===== config.mk =====
export PLATFORM = sky130hd
export DESIGN_NAME = change_dispenser
export DESIGN_NICKNAME = d
export VERILOG_FILES = /design/src/rtl/change_dispenser.sv
export SDC_FILE = /design/constraint.sdc
export NUM_CORES = 1
export LEC_CHECK = 0
export BUFFER_PORTS_ARGS = -buffer_cell sky130_fd_sc_hd__buf_2
export CORE_UTILIZATION = 40
export CTS_BUF_LIST = sky130_fd_sc_hd__clkbuf_16
export DETAILED_ROUTE_END_ITERATION = 7
export PLACE_DENSITY = 0.67
export SYNTH_ARGS = -nofsm -noshare
export SYNTH_HDL_FRONTEND = slang
export SYNTH_SLANG_ARGS = --single-unit

===== constraint.sdc =====
create_clock -name i_clk -period 4.4 [get_ports i_clk]
set_input_delay 0.22 -clock i_clk [delete_from_list [all_inputs] [get_ports i_clk]]
set_output_delay 0.22 -clock i_clk [all_outputs]
set_load 0.01 [all_outputs]

===== src/rtl/change_dispenser.sv =====
// change_dispenser: greedy 10/5/1 coin split of a change amount, dispensed one solenoid pulse at a time
// Ports: i_clk clock; i_rd async active-low reset; i_start/i_rest transaction request and amount;
//        i_hopper_rdy hopper handshake; o_disp_10/o_disp_5/o_disp_1 solenoid drives;
//        o_busy transaction in progress; o_done completion pulse; o_coins_left coins still owed.
module change_dispenser #(
  parameter int PULSE_CYCLES = 2,
  parameter int GAP_CYCLES = 1
) (
  input  logic       i_clk,
  input  logic       i_rd,
  input  logic       i_start,
  input  logic [7:0] i_rest,
  input  logic       i_hopper_rdy,
  output logic       o_disp_10,
  output logic       o_disp_5,
  output logic       o_disp_1,
  output logic       o_busy,
  output logic       o_done,
  output logic [5:0] o_coins_left
);
  typedef enum logic [2:0] {IDLE, WAIT, PULSE, GAP, DONE_S} state_t;
  localparam logic [1:0] D10 = 2'd2, D5 = 2'd1, D1 = 2'd0;
  state_t      r_state, w_next;
  logic [4:0]  r_n10;
  logic        r_n5;
  logic [2:0]  r_n1;
  logic [5:0]  r_coins;
  logic [1:0]  r_den;
  logic [15:0] r_tmr;
  logic [4:0]  w_n10;
  logic [3:0]  w_r;
  logic        w_n5;
  logic [2:0]  w_n1;
  logic [5:0]  w_total;
  logic        w_tdone;
  logic        w_timed;
  assign w_n10   = 5'(i_rest / 8'd10);
  assign w_r     = 4'(i_rest % 8'd10);
  assign w_n5    = w_r >= 4'd5;
  assign w_n1    = 3'(w_r - (w_n5 ? 4'd5 : 4'd0));
  assign w_total = 6'(w_n10) + 6'(w_n5) + 6'(w_n1);
  assign w_timed = r_state == PULSE || r_state == GAP;
  // r_tmr counts elapsed cycles of the current PULSE or GAP phase, starting at 0
  assign w_tdone = r_tmr == (r_state == PULSE ? 16'(PULSE_CYCLES - 1) : 16'(GAP_CYCLES - 1));
  always_ff @(posedge i_clk or negedge i_rd)
    if (!i_rd) r_state <= IDLE;
    else r_state <= w_next;
  always_comb begin
    w_next = r_state;
    case (r_state)
      IDLE:    if (i_start) w_next = w_total == 6'd0 ? DONE_S : WAIT;
      WAIT:    if (i_hopper_rdy) w_next = PULSE;
      PULSE:   if (w_tdone) w_next = GAP;
      GAP:     if (w_tdone) w_next = r_coins == 6'd0 ? DONE_S : WAIT;
      default: w_next = IDLE;
    endcase
  end
  // outputs decode the state directly so a reset removes solenoid drive without waiting for a clock
  always_comb begin
    o_disp_10    = r_state == PULSE && r_den == D10;
    o_disp_5     = r_state == PULSE && r_den == D5;
    o_disp_1     = r_state == PULSE && r_den == D1;
    o_busy       = r_state == WAIT || r_state == PULSE || r_state == GAP;
    o_done       = r_state == DONE_S;
    o_coins_left = r_coins;
  end
  always_ff @(posedge i_clk or negedge i_rd)
    if (!i_rd) begin
      r_n10   <= '0;
      r_n5    <= 1'b0;
      r_n1    <= '0;
      r_coins <= '0;
      r_den   <= D1;
      r_tmr   <= '0;
    end else begin
      r_tmr <= w_timed && w_next == r_state ? r_tmr + 16'd1 : 16'd0;
      if (r_state == IDLE && i_start) begin
        r_n10   <= w_n10;
        r_n5    <= w_n5;
        r_n1    <= w_n1;
        r_coins <= w_total;
      end
      // highest nonzero denomination goes first: all tens, then the five, then ones
      if (r_state == WAIT && i_hopper_rdy)
        r_den <= r_n10 != 5'd0 ? D10 : r_n5 ? D5 : D1;
      if (r_state == PULSE && w_tdone) begin
        r_coins <= r_coins - 6'd1;
        if (r_den == D10) r_n10 <= r_n10 - 5'd1;
        else if (r_den == D5) r_n5 <= 1'b0;
        else r_n1 <= r_n1 - 3'd1;
      end
    end
endmodule


==> metrics.cfg, run 1 <==
[cts]
clkSinkCount=33
ctsResizeCount=0
cts_tree=done
post_cts_buffers=0
cts-root-buf=clkbuf_16
cts_buffer_depth=2
holdBufCountCts=0
cts_buffers=5
cts_max_level=2
clkLatencyLatePin_ns=0.27
clkSlewWorstSetupHoldPaths_ns=0.05

[drt]
dr.pass1.iters=4
antenna_left=0
vias=2552
wirelength_mm=6.36
drc=0
first_iter_violations=158
via_per_inst=5.67
wl_per_cell_um=14.1

[die]
core_um2=6830
die_y_um=86.2
die_width_um=86.2
initial_utilization_pct=41.6
io_pins=23
die-area_um2=7440
rows=30

[cells_and_area]
drive_above_1_share_pct=14.4
insertedDiodeCount=0
nets=374
area_delta_synth_final_pct=9.61
regArea_um2=826
fillers=689
multi_input_area_um2=1830
final_common_cell=nor2_1
layout_common_cells=nor2_1 (42), dfrtp_1 (33), buf_2 (22)

[sta]
relSlewSlack_pct=51.8
fin_crit_sh_pct=90.8
worstMarginPinSlew_ns=0.723
fmax_mhz=250
fin_tns_setup_ns=0
setup_violations=0
rsz0062_at_grt=false
worst_slack_ns=0.404
finalHoldViolCount=0
slew_viol_final=0
min_period_ns=4.00
fin_skew_ns=0.00310

[synth]
ys_ff_latch=33
syn_nets=360
async_flop_share_pct=100
synth_ff_type=dfrtp_1
seq_area_frac_synth_pct=29.1
ys_types=76
synthCells=340
syn_area_per_cell_um2=8.35
ys.warnings.count=0
synth_edf_count=0
netlist_area_um2=2840

[pwr]
p_per_area_nw_per_um2=471
power.leakage_nw=1.27
finalPower_mw=1.46
ir_drop_uv=187

[critical_path]
worstSetupPathType=in2reg
startpoint_type=primary input
cp.arrival_ns=4.15
critPathLaunch=i_rest[5]
worstPathRequired_ns=4.55
cp_max_fo=20
end_kind=register
rr_startpoint=r_tmr[4]$_DFF_PN0_

[placed_design]
portBuffers=22
place.gp.congestion=0.889
dp_slack_ns=0.139
place_hpwl_mm=4.68

[grt]
antenna_found_initial=0
grt_pass1_vias=2409
met3_usage_pct=2.67
gr-usage-all-layers_pct=18.1
gr-usage-met1_pct=24.5
busiest_layer=met2
global_route.overflow_total=0
grt_use_met2_pct=29.9
grt_pass1_wl_mm=10.9
grt_max_degree=34

[min_path]
hp-class=in2async

[run_status]
status=finished clean

[flow_run]
max_cap_violations=0

==> layout make-up <==
class,instances,area share [%]
Clock buffer,5,4.02
Multi-Input combinational cell,270,58.7
Inverter,18,2.17
Tap cell,96,3.86
Sequential cell,33,26.5
Timing Repair Buffer,26,4.50
Clock inverter,2,0.241
==> critical path, cell delays in order <==
cell and delay [ns]:
buf_2 0.30, nor2b_4 0.35, a22oi_1 0.13, a32oi_1 0.34
a21o_1 0.19, a21oi_1 0.06, or3_1 0.32, a41oi_1 0.25
nor2b_1 0.17, ha_1 0.17, xnor2_1 0.13, xnor2_1 0.15
xnor2_1 0.14, ha_1 0.28, a21oi_1 0.35, inv_1 0.09
a21o_1 0.17, o32a_1 0.32
==> kinds of logic after synthesis <==
family                     Yosys count  synth area share [%]
buffers and inverters               37                  6.61
DFF                                 33                  29.1
and+or+nand+nor                    146                  28.0
AOI/OAI and AO/OA                   83                  21.7
adders and majority gates            9                  4.19
xor gates and xnor gates            25                  7.71
muxes                                7                  2.69
==> synthesized netlist by cell type, drive strengths merged (3+ instances only) <==
| library cell | n | area, um2 |
|---|---|---|
| clkbuf | 10 | 41.3 |
| or2 | 3 | 21.3 |
| nor2 | 42 | 158 |
| nor4b | 4 | 35.0 |
| and2 | 3 | 18.8 |
| xor2 | 9 | 78.8 |
| nand2 | 19 | 81.3 |
| a32oi | 5 | 43.8 |
| a21o | 3 | 22.5 |
| xnor2 | 16 | 140 |
| nand3 | 19 | 95.1 |
| mux2i | 5 | 50.1 |
| a31oi | 5 | 31.3 |
| o21ai | 11 | 55.1 |
| dfrtp | 33 | 826 |
| inv | 17 | 63.8 |
| nor4 | 5 | 31.3 |
| o221a | 5 | 65.1 |
| nor3b | 3 | 27.5 |
| o211ai | 4 | 30.0 |
| o21a | 6 | 46.3 |
| buf | 9 | 78.8 |
| nor3 | 8 | 40.0 |
| or3 | 3 | 18.8 |
| nand2b | 11 | 71.3 |
| ha | 7 | 87.6 |
| and3 | 4 | 25.0 |
| nand4 | 6 | 37.5 |
| a21oi | 17 | 88.8 |
| nor2b | 5 | 38.8 |
| nand4b | 3 | 26.3 |
==> metal layers <==
layer,part of all wire (%),vias to the layer above,wire length (um)
li1,-,1277,-
met1,49,1218,3140
met2,47,53,2970
met3,3.0,4,191
met4,0.76,0,48
met5,0,-,0
==> per-stage QoR <==
step	instance area, um2	instances	util (%)	hold slack [ns]
4_1_cts	3110	450	45.5	0.0276
6_report	3110	450	45.5	0.00237
3_3_place_gp	2980	443	43.6	0.323
2_1_floorplan	2840	340	-	-0.0756
5_1_grt	3110	450	45.5	0.0647
3_5_place_dp	2980	443	43.6	0.320
==> power by group <==
part | internal [mW] | switching, mW | total (mW)
clock network | 0.202 | 0.116 | 0.318
logic | 0.286 | 0.386 | 0.672
registers | 0.383 | 0.0916 | 0.474
==> path summary, 6_finish.rpt <==
kind                                                    end  slack [ns]  cells after the start
worst min-delay path                     r_tmr[6]$_DFF_PN0_       0.002                      1
worst min register to register         r_state[1]$_DFF_PN0_        0.54                      1
min in group i_clk                     r_den[0]$_DFFE_PN0P_        0.32                      4
max in group asynchronous       o_coins_left[3]$_DFFE_PN0P_        3.93                      1
worst max register to register           r_n10[3]$_DFF_PN0_        1.58                      6
worst max-delay path                   r_state[2]$_DFF_PN0_        0.40                     18
==> registers in the layout, summed over array words and instances, names as in the netlist <==
signal        count
r_tmr            16
r_den             2
r_state           3
r_n10             5
r_n5              1
o_coins_left      6
(Power assumes the default switching activity.)
==> run 2, diff against run 1 <==
- CORE_ASPECT_RATIO: default -> 0.8
- CORE_UTILIZATION: 40 -> 45
- PLACE_DENSITY: 0.67 -> 0.73
==> run 2 against run 1 <==
- the run now ends with negative hold slack left
- clock power is 20% higher
- first-iteration DRC count is 16% higher
- via count is 1.1% higher
- register-to-register slack worse by 0.03 ns
- clock skew is 0.0022 ns higher
- maximum frequency is 0.43% higher
- die area is 11% lower
- utilization is 6.6 points higher
- worst setup slack better by 0.017 ns
- power is 4.6% higher
- hold slack worse by 0.0050 ns
==> metrics.cfg, run 2 (synthesis results as in run 1) <==
[run_status]
violations=negative hold slack
status=finished with violations  ; was finished clean

[cells_and_area]
final_core_util_pct=52.1  ; was 45.5%
fillers=564  ; was 689
multi_input_area_um2=1830  ; about the same
layout_common_cells=nor2_1 (42), dfrtp_1 (33), buf_2 (22)  ; unchanged
nets=375  ; was 374
largest_reg_flops=16  ; unchanged
regMostFlops=r_tmr  ; unchanged
final_common_cell=nor2_1  ; unchanged
area_delta_synth_final_pct=10.3  ; was 9.61%
drive_above_1_share_pct=15.5  ; was 14.4%
regArea_um2=826  ; unchanged
insertedDiodeCount=0  ; unchanged
fin_area_um2=3130  ; was 3110 um2

[critical_path]
slowest_stage=a32oi_1  ; was nor2b_4
crit_path_frequent_cell=xnor2_1  ; unchanged
cp_slowest_stage_delay_ns=0.35  ; about the same
worst-path-buf-inv=1  ; was 2
startpoint_type=primary input  ; unchanged
end_kind=register  ; unchanged
worstSetupPathType=in2reg  ; unchanged
cp.arrival_ns=4.19  ; was 4.15 ns
worstPathRequired_ns=4.61  ; was 4.55 ns
crit_family=compound AO/OA/AOI/OAI gates  ; unchanged
cp_max_fo=20  ; unchanged
crit_chain=buf_2 -> nor2b_4 -> a22oi_1 -> a32oi_1 -> a21o_1 -> a21oi_1 -> or3_1 -> a41oi_1 -> nor2b_1 -> ha_1 -> xnor2_1 -> xnor2_1 -> xnor2_1 -> ha_1 -> nand2b_1 -> a221oi_1 -> o21ai_0 -> nor3_1 -> o32a_1  ; was buf_2 -> nor2b_4 -> a22oi_1 -> a32oi_1 -> a21o_1 -> a21oi_1 -> or3_1 -> a41oi_1 -> nor2b_1 -> ha_1 -> xnor2_1 -> xnor2_1 -> xnor2_1 -> ha_1 -> a21oi_1 -> inv_1 -> a21o_1 -> o32a_1

[sta]
slew_viol_final=0  ; unchanged
relSlewSlack_pct=52.1  ; was 51.8%
fin_crit_sh_pct=90.4  ; was 90.8%
min_period_ns=3.98  ; was 4.00 ns
worstMarginPinSlew_ns=0.718  ; was 0.723 ns
fmax_mhz=251  ; was 250 MHz
fin_tns_setup_ns=0  ; unchanged
rsz0062_at_grt=false  ; unchanged
finalHoldViolCount=2  ; was 0
finalHoldWorstSlack_ns=-0.00266  ; was 0.00237 ns
fin_skew_ns=0.00534  ; was 0.00310 ns
setup_violations=0  ; unchanged

[drt]
first_iter_violations=184  ; was 158
antenna_left=0  ; unchanged
drc=0  ; unchanged
dr.pass1.iters=4  ; unchanged
vias=2581  ; was 2552
via_per_inst=5.92  ; was 5.67
wirelength_mm=6.26  ; was 6.36 mm
wl_per_cell_um=14.4  ; was 14.1 um

[pwr]
power.share.clock_pct=24.8  ; was 21.7%
finalPower_mw=1.53  ; was 1.46 mW
p_per_area_nw_per_um2=489  ; was 471 nW/um2
p_sw_mw=0.600  ; was 0.594 mW
ir_drop_uv=168  ; was 187 uV
power.leakage_nw=1.29  ; was 1.27 nW
switching_share_pct=39.2  ; was 40.6%
internal-power_mw=0.933  ; was 0.871 mW
power_frac_seq_pct=31.1  ; was 32.4%
pwr-share-comb_pct=44.1  ; was 45.9%

[die]
io_pins=23  ; unchanged
core_um2=6010  ; was 6830 um2
die_width_um=90.8  ; was 86.2 um
initial_utilization_pct=47.3  ; was 41.6%
die_y_um=73.0  ; was 86.2 um
die-area_um2=6630  ; was 7440 um2
rows=25  ; was 30

[placed_design]
place_hpwl_mm=4.51  ; was 4.68 mm
place.gp.congestion=0.826  ; was 0.889
portBuffers=22  ; unchanged
place_area_um2=2970  ; was 2980 um2

[cts]
cts_buffers=5  ; unchanged
clkSinkCount=33  ; unchanged
post_cts_buffers=0  ; unchanged
holdBufCountCts=0  ; unchanged
ctsResizeCount=0  ; unchanged
cts_max_level=2  ; unchanged
clkLatencyLatePin_ns=0.28  ; was 0.27 ns
cts_buffer_depth=2  ; unchanged
cts_tree=done  ; unchanged
clkSlewWorstSetupHoldPaths_ns=0.05  ; about the same
cts-root-buf=clkbuf_16  ; unchanged

[min_path]
hp-class=in2async  ; unchanged

[grt]
grt_max_degree=34  ; unchanged
global_route.overflow_total=0  ; unchanged
grt_pass1_wl_mm=10.8  ; was 10.9 mm
antenna_found_initial=0  ; unchanged
grt_pass1_vias=2237  ; was 2409
gr-usage-all-layers_pct=20.0  ; was 18.1%

[flow_run]
max_cap_violations=0  ; unchanged

==> run 2: changes by cell type in the layout (fill, tap and decap cells not counted), sizes merged <==
| cell | change |
|---|---|
| bufinv | +1 |
| inv | -1 |
| buf | +1 |
==> run 2: through the flow <==
| stage | worst slack [ns] | cells |
|---|---|---|
| after detailed placement | 0.132 | 429 |
| after CTS | 0.429 | 436 |
| after global placement | 0.304 | 429 |
| after floorplan | 0.574 | 340 |
| after global routing | 0.0226 | 436 |
| final | 0.421 | 436 |
==> run 2: final cells by class <==
type / instances / area share [%]
clock buffer: 5 / 4.00
clock inverter: 2 / 1.12
inverter: 18 / 2.16
multi-input combinational: 270 / 58.4
sequential: 33 / 26.4
tap: 81 / 3.24
timing repair buffer: 27 / 4.71
==> run 2: final timing paths <==
path                                      from                     endpoint  slack, ns  depth (start not counted)
setup / recovery                     i_rest[5]         r_state[2]$_DFF_PN0_       0.42                         19
setup reg to reg            r_tmr[8]$_DFF_PN0_           r_n10[3]$_DFF_PN0_       1.55                          6
hold / removal                            i_rd           r_tmr[5]$_DFF_PN0_     -0.003                          1
max in group asynchronous                 i_rd  o_coins_left[1]$_DFFE_PN0P_       3.94                          1
min in group i_clk                i_hopper_rdy         r_den[0]$_DFFE_PN0P_       0.34                          4
hold reg to reg            r_tmr[15]$_DFF_PN0_          r_tmr[15]$_DFF_PN0_       0.54                          2
==> run 2: per-layer routing <==
| layer | wire length [um] | share of wire, % | global-route usage (%) | vias up |
|---|---|---|---|---|
| li1 | - | - | - | 1280 |
| met1 | 3180 | 51 | 28.3 | 1231 |
| met2 | 2750 | 44 | 32.0 | 66 |
| met3 | 278 | 4.4 | 2.92 | 4 |
| met4 | 47 | 0.75 | 5.82 | 0 |
| met5 | 0 | 0 | 0 | - |
==> run 2: power by group through the flow <==
stage	clock, mW	sequential (mW)	combinational (mW)
floorplan	0	0.457	0.509
global placement	0	0.475	0.650
detailed placement	0	0.478	0.665
CTS	0.386	0.474	0.671
global route	0.404	0.492	0.767
finish	0.381	0.476	0.676
==> run 3, diff against run 2 <==
- CTS_BUF_LIST: sky130_fd_sc_hd__clkbuf_16 -> default
==> run 3 against run 2 <==
- the flow still finishes with violations (negative hold slack)
- critical path type unchanged
- worst setup slack better by 0.024 ns
- largest cell class unchanged
- via count up 0.15%
- global-route usage is 0.23 points lower
- final cell count unchanged
- largest power group unchanged
- cell area is 1.8% lower
==> metrics.cfg, run 3 (synthesis results as in run 1) <==
[grt]
grt_pass1_wl_mm=10.6  ; was 10.8 mm
gr-usage-all-layers_pct=19.8  ; was 20.0%
antenna_found_initial=0  ; unchanged
global_route.overflow_total=0  ; unchanged
grt_max_degree=34  ; unchanged
grt_pass1_vias=2199  ; was 2237

[sta]
fin_crit_sh_pct=89.9  ; was 90.4%
fin_tns_setup_ns=0  ; unchanged
finalHoldWorstSlack_ns=-0.0109  ; was -0.00266 ns
fin_skew_ns=0.00711  ; was 0.00534 ns
worstMarginPinSlew_ns=0.723  ; was 0.718 ns
min_period_ns=3.95  ; was 3.98 ns
rsz0062_at_grt=false  ; unchanged
setup_violations=0  ; unchanged
fmax_mhz=253  ; was 251 MHz
relSlewSlack_pct=51.8  ; was 52.1%
slew_viol_final=0  ; unchanged
worst_slack_ns=0.446  ; was 0.421 ns
finalHoldViolCount=7  ; was 2

[min_path]
hp-class=in2async  ; unchanged

[pwr]
power.leakage_nw=1.26  ; was 1.29 nW
p_per_area_nw_per_um2=461  ; was 489 nW/um2
finalPower_mw=1.42  ; was 1.53 mW
ir_drop_uv=157  ; was 168 uV

[die]
rows=25  ; unchanged
initial_utilization_pct=47.3  ; unchanged
io_pins=23  ; unchanged
core_um2=6010  ; unchanged
die_y_um=73.0  ; unchanged
die-area_um2=6630  ; unchanged
die_width_um=90.8  ; unchanged

[cells_and_area]
area_delta_synth_final_pct=8.33  ; was 10.3%
final_core_util_pct=51.2  ; was 52.1%
final_cells=436  ; unchanged
nets=375  ; unchanged
drive_above_1_share_pct=15.5  ; unchanged
fin_area_um2=3080  ; was 3130 um2
regMostFlops=r_tmr  ; unchanged
largest_reg_flops=16  ; unchanged
fillers=571  ; was 564
layout_common_cells=nor2_1 (42), dfrtp_1 (33), buf_2 (22)  ; unchanged
final_common_cell=nor2_1  ; unchanged
insertedDiodeCount=0  ; unchanged

[critical_path]
end_kind=register  ; unchanged
cp_slowest_stage_delay_ns=0.35  ; about the same
worstSetupPathType=in2reg  ; unchanged
rr_startpoint=r_tmr[8]$_DFF_PN0_  ; unchanged
slowest_stage=nor2b_4  ; was a32oi_1
worstPathRequired_ns=4.61  ; about the same
worst-path-buf-inv=1  ; unchanged
cp.arrival_ns=4.17  ; was 4.19 ns
crit_path_frequent_cell=xnor2_1  ; unchanged
crit_chain=buf_2 -> nor2b_4 -> a22oi_1 -> a32oi_1 -> a21o_1 -> a21oi_1 -> or3_1 -> a41oi_1 -> nor2b_1 -> ha_1 -> xnor2_1 -> xnor2_1 -> xnor2_1 -> ha_1 -> nand2b_1 -> a221oi_1 -> o21ai_0 -> nor3_1 -> o32a_1  ; unchanged
startpoint_type=primary input  ; unchanged
critPathLaunch=i_rest[5]  ; unchanged
crit_family=compound AO/OA/AOI/OAI gates  ; unchanged
cp_max_fo=20  ; unchanged

[placed_design]
place_area_um2=2970  ; unchanged
place.gp.congestion=0.826  ; unchanged
place_hpwl_mm=4.51  ; unchanged
dp_cells=429  ; unchanged
dp_slack_ns=0.132  ; unchanged
portBuffers=22  ; unchanged

[drt]
drc=0  ; unchanged
vias=2585  ; was 2581
wirelength_mm=6.20  ; was 6.26 mm
antenna_left=0  ; unchanged
dr.pass1.iters=5  ; was 4
first_iter_violations=187  ; was 184
wl_per_cell_um=14.2  ; was 14.4 um
via_per_inst=5.93  ; was 5.92

[cts]
post_cts_buffers=0  ; unchanged
cts-root-buf=clkbuf_8  ; was clkbuf_16
clkLatencyLatePin_ns=0.28  ; about the same
ctsResizeCount=0  ; unchanged
holdBufCountCts=0  ; unchanged
cts_buffers=5  ; unchanged
cts_max_level=2  ; unchanged
cts_tree=done  ; unchanged
cts_buffer_depth=2  ; unchanged
clkSlewWorstSetupHoldPaths_ns=0.07  ; was 0.05 ns
clkSinkCount=33  ; unchanged

[run_status]
status=finished with violations  ; unchanged
violations=negative hold slack  ; unchanged

[flow_run]
max_cap_violations=0  ; unchanged

==> run 3: cell count changes in the layout (fill, tap and decap cells not counted) <==
cell,change
clkbuf_8,+5
clkbuf_16,-5
==> run 3: path summary, 6_finish.rpt <==
| check | end | slack, ns | cells past startpoint |
|---|---|---|---|
| worst max-delay path | r_state[2]$_DFF_PN0_ | 0.45 | 19 |
| worst min-delay path | r_tmr[5]$_DFF_PN0_ | -0.01 | 1 |
| worst max register to register | r_n10[3]$_DFF_PN0_ | 1.58 | 6 |
| worst min register to register | r_tmr[15]$_DFF_PN0_ | 0.55 | 2 |
| max in group asynchronous | o_coins_left[1]$_DFFE_PN0P_ | 3.94 | 1 |
| min in group i_clk | r_den[0]$_DFFE_PN0P_ | 0.34 | 4 |
==> run 3: power by group <==
| group | total [mW] | switching [mW] | internal, mW |
|---|---|---|---|
| registers | 0.475 | 0.0930 | 0.382 |
| clock network | 0.267 | 0.103 | 0.164 |
| logic | 0.675 | 0.388 | 0.287 |
| total | 1.42 | 0.584 | 0.834 |
==> run 3: final cells by class <==
type	instances	area (um2)	share of cell area, %
Clock inverter	2	35.0	1.14
Timing Repair Buffer	27	148	4.80
Tap cell	81	101	3.30
Sequential cell	33	826	26.9
Inverter	18	67.6	2.20
Clock buffer	5	68.8	2.24
Multi-Input combinational cell	270	1830	59.5
==> run 3: layer usage <==
metal  track usage, %  wire length, um  up-vias  part of all wire (%)
met5                0                0        -                     0
li1                 -                -     1279                     -
met1             28.2             3200     1228                    52
met3             2.92              243        6                   3.9
met4             5.82               71        0                   1.1
met2             31.3             2680       72                    43
==> run 3: worst reg2reg max path, delay by kind of cell (launching register included) <==
family | cells | cell delay [ns]
flip-flops | 1 | 0.42
multiplexers | 1 | 0.41
AO/OA/AOI/OAI | 1 | 0.24
AND/OR/NAND/NOR | 4 | 1.64
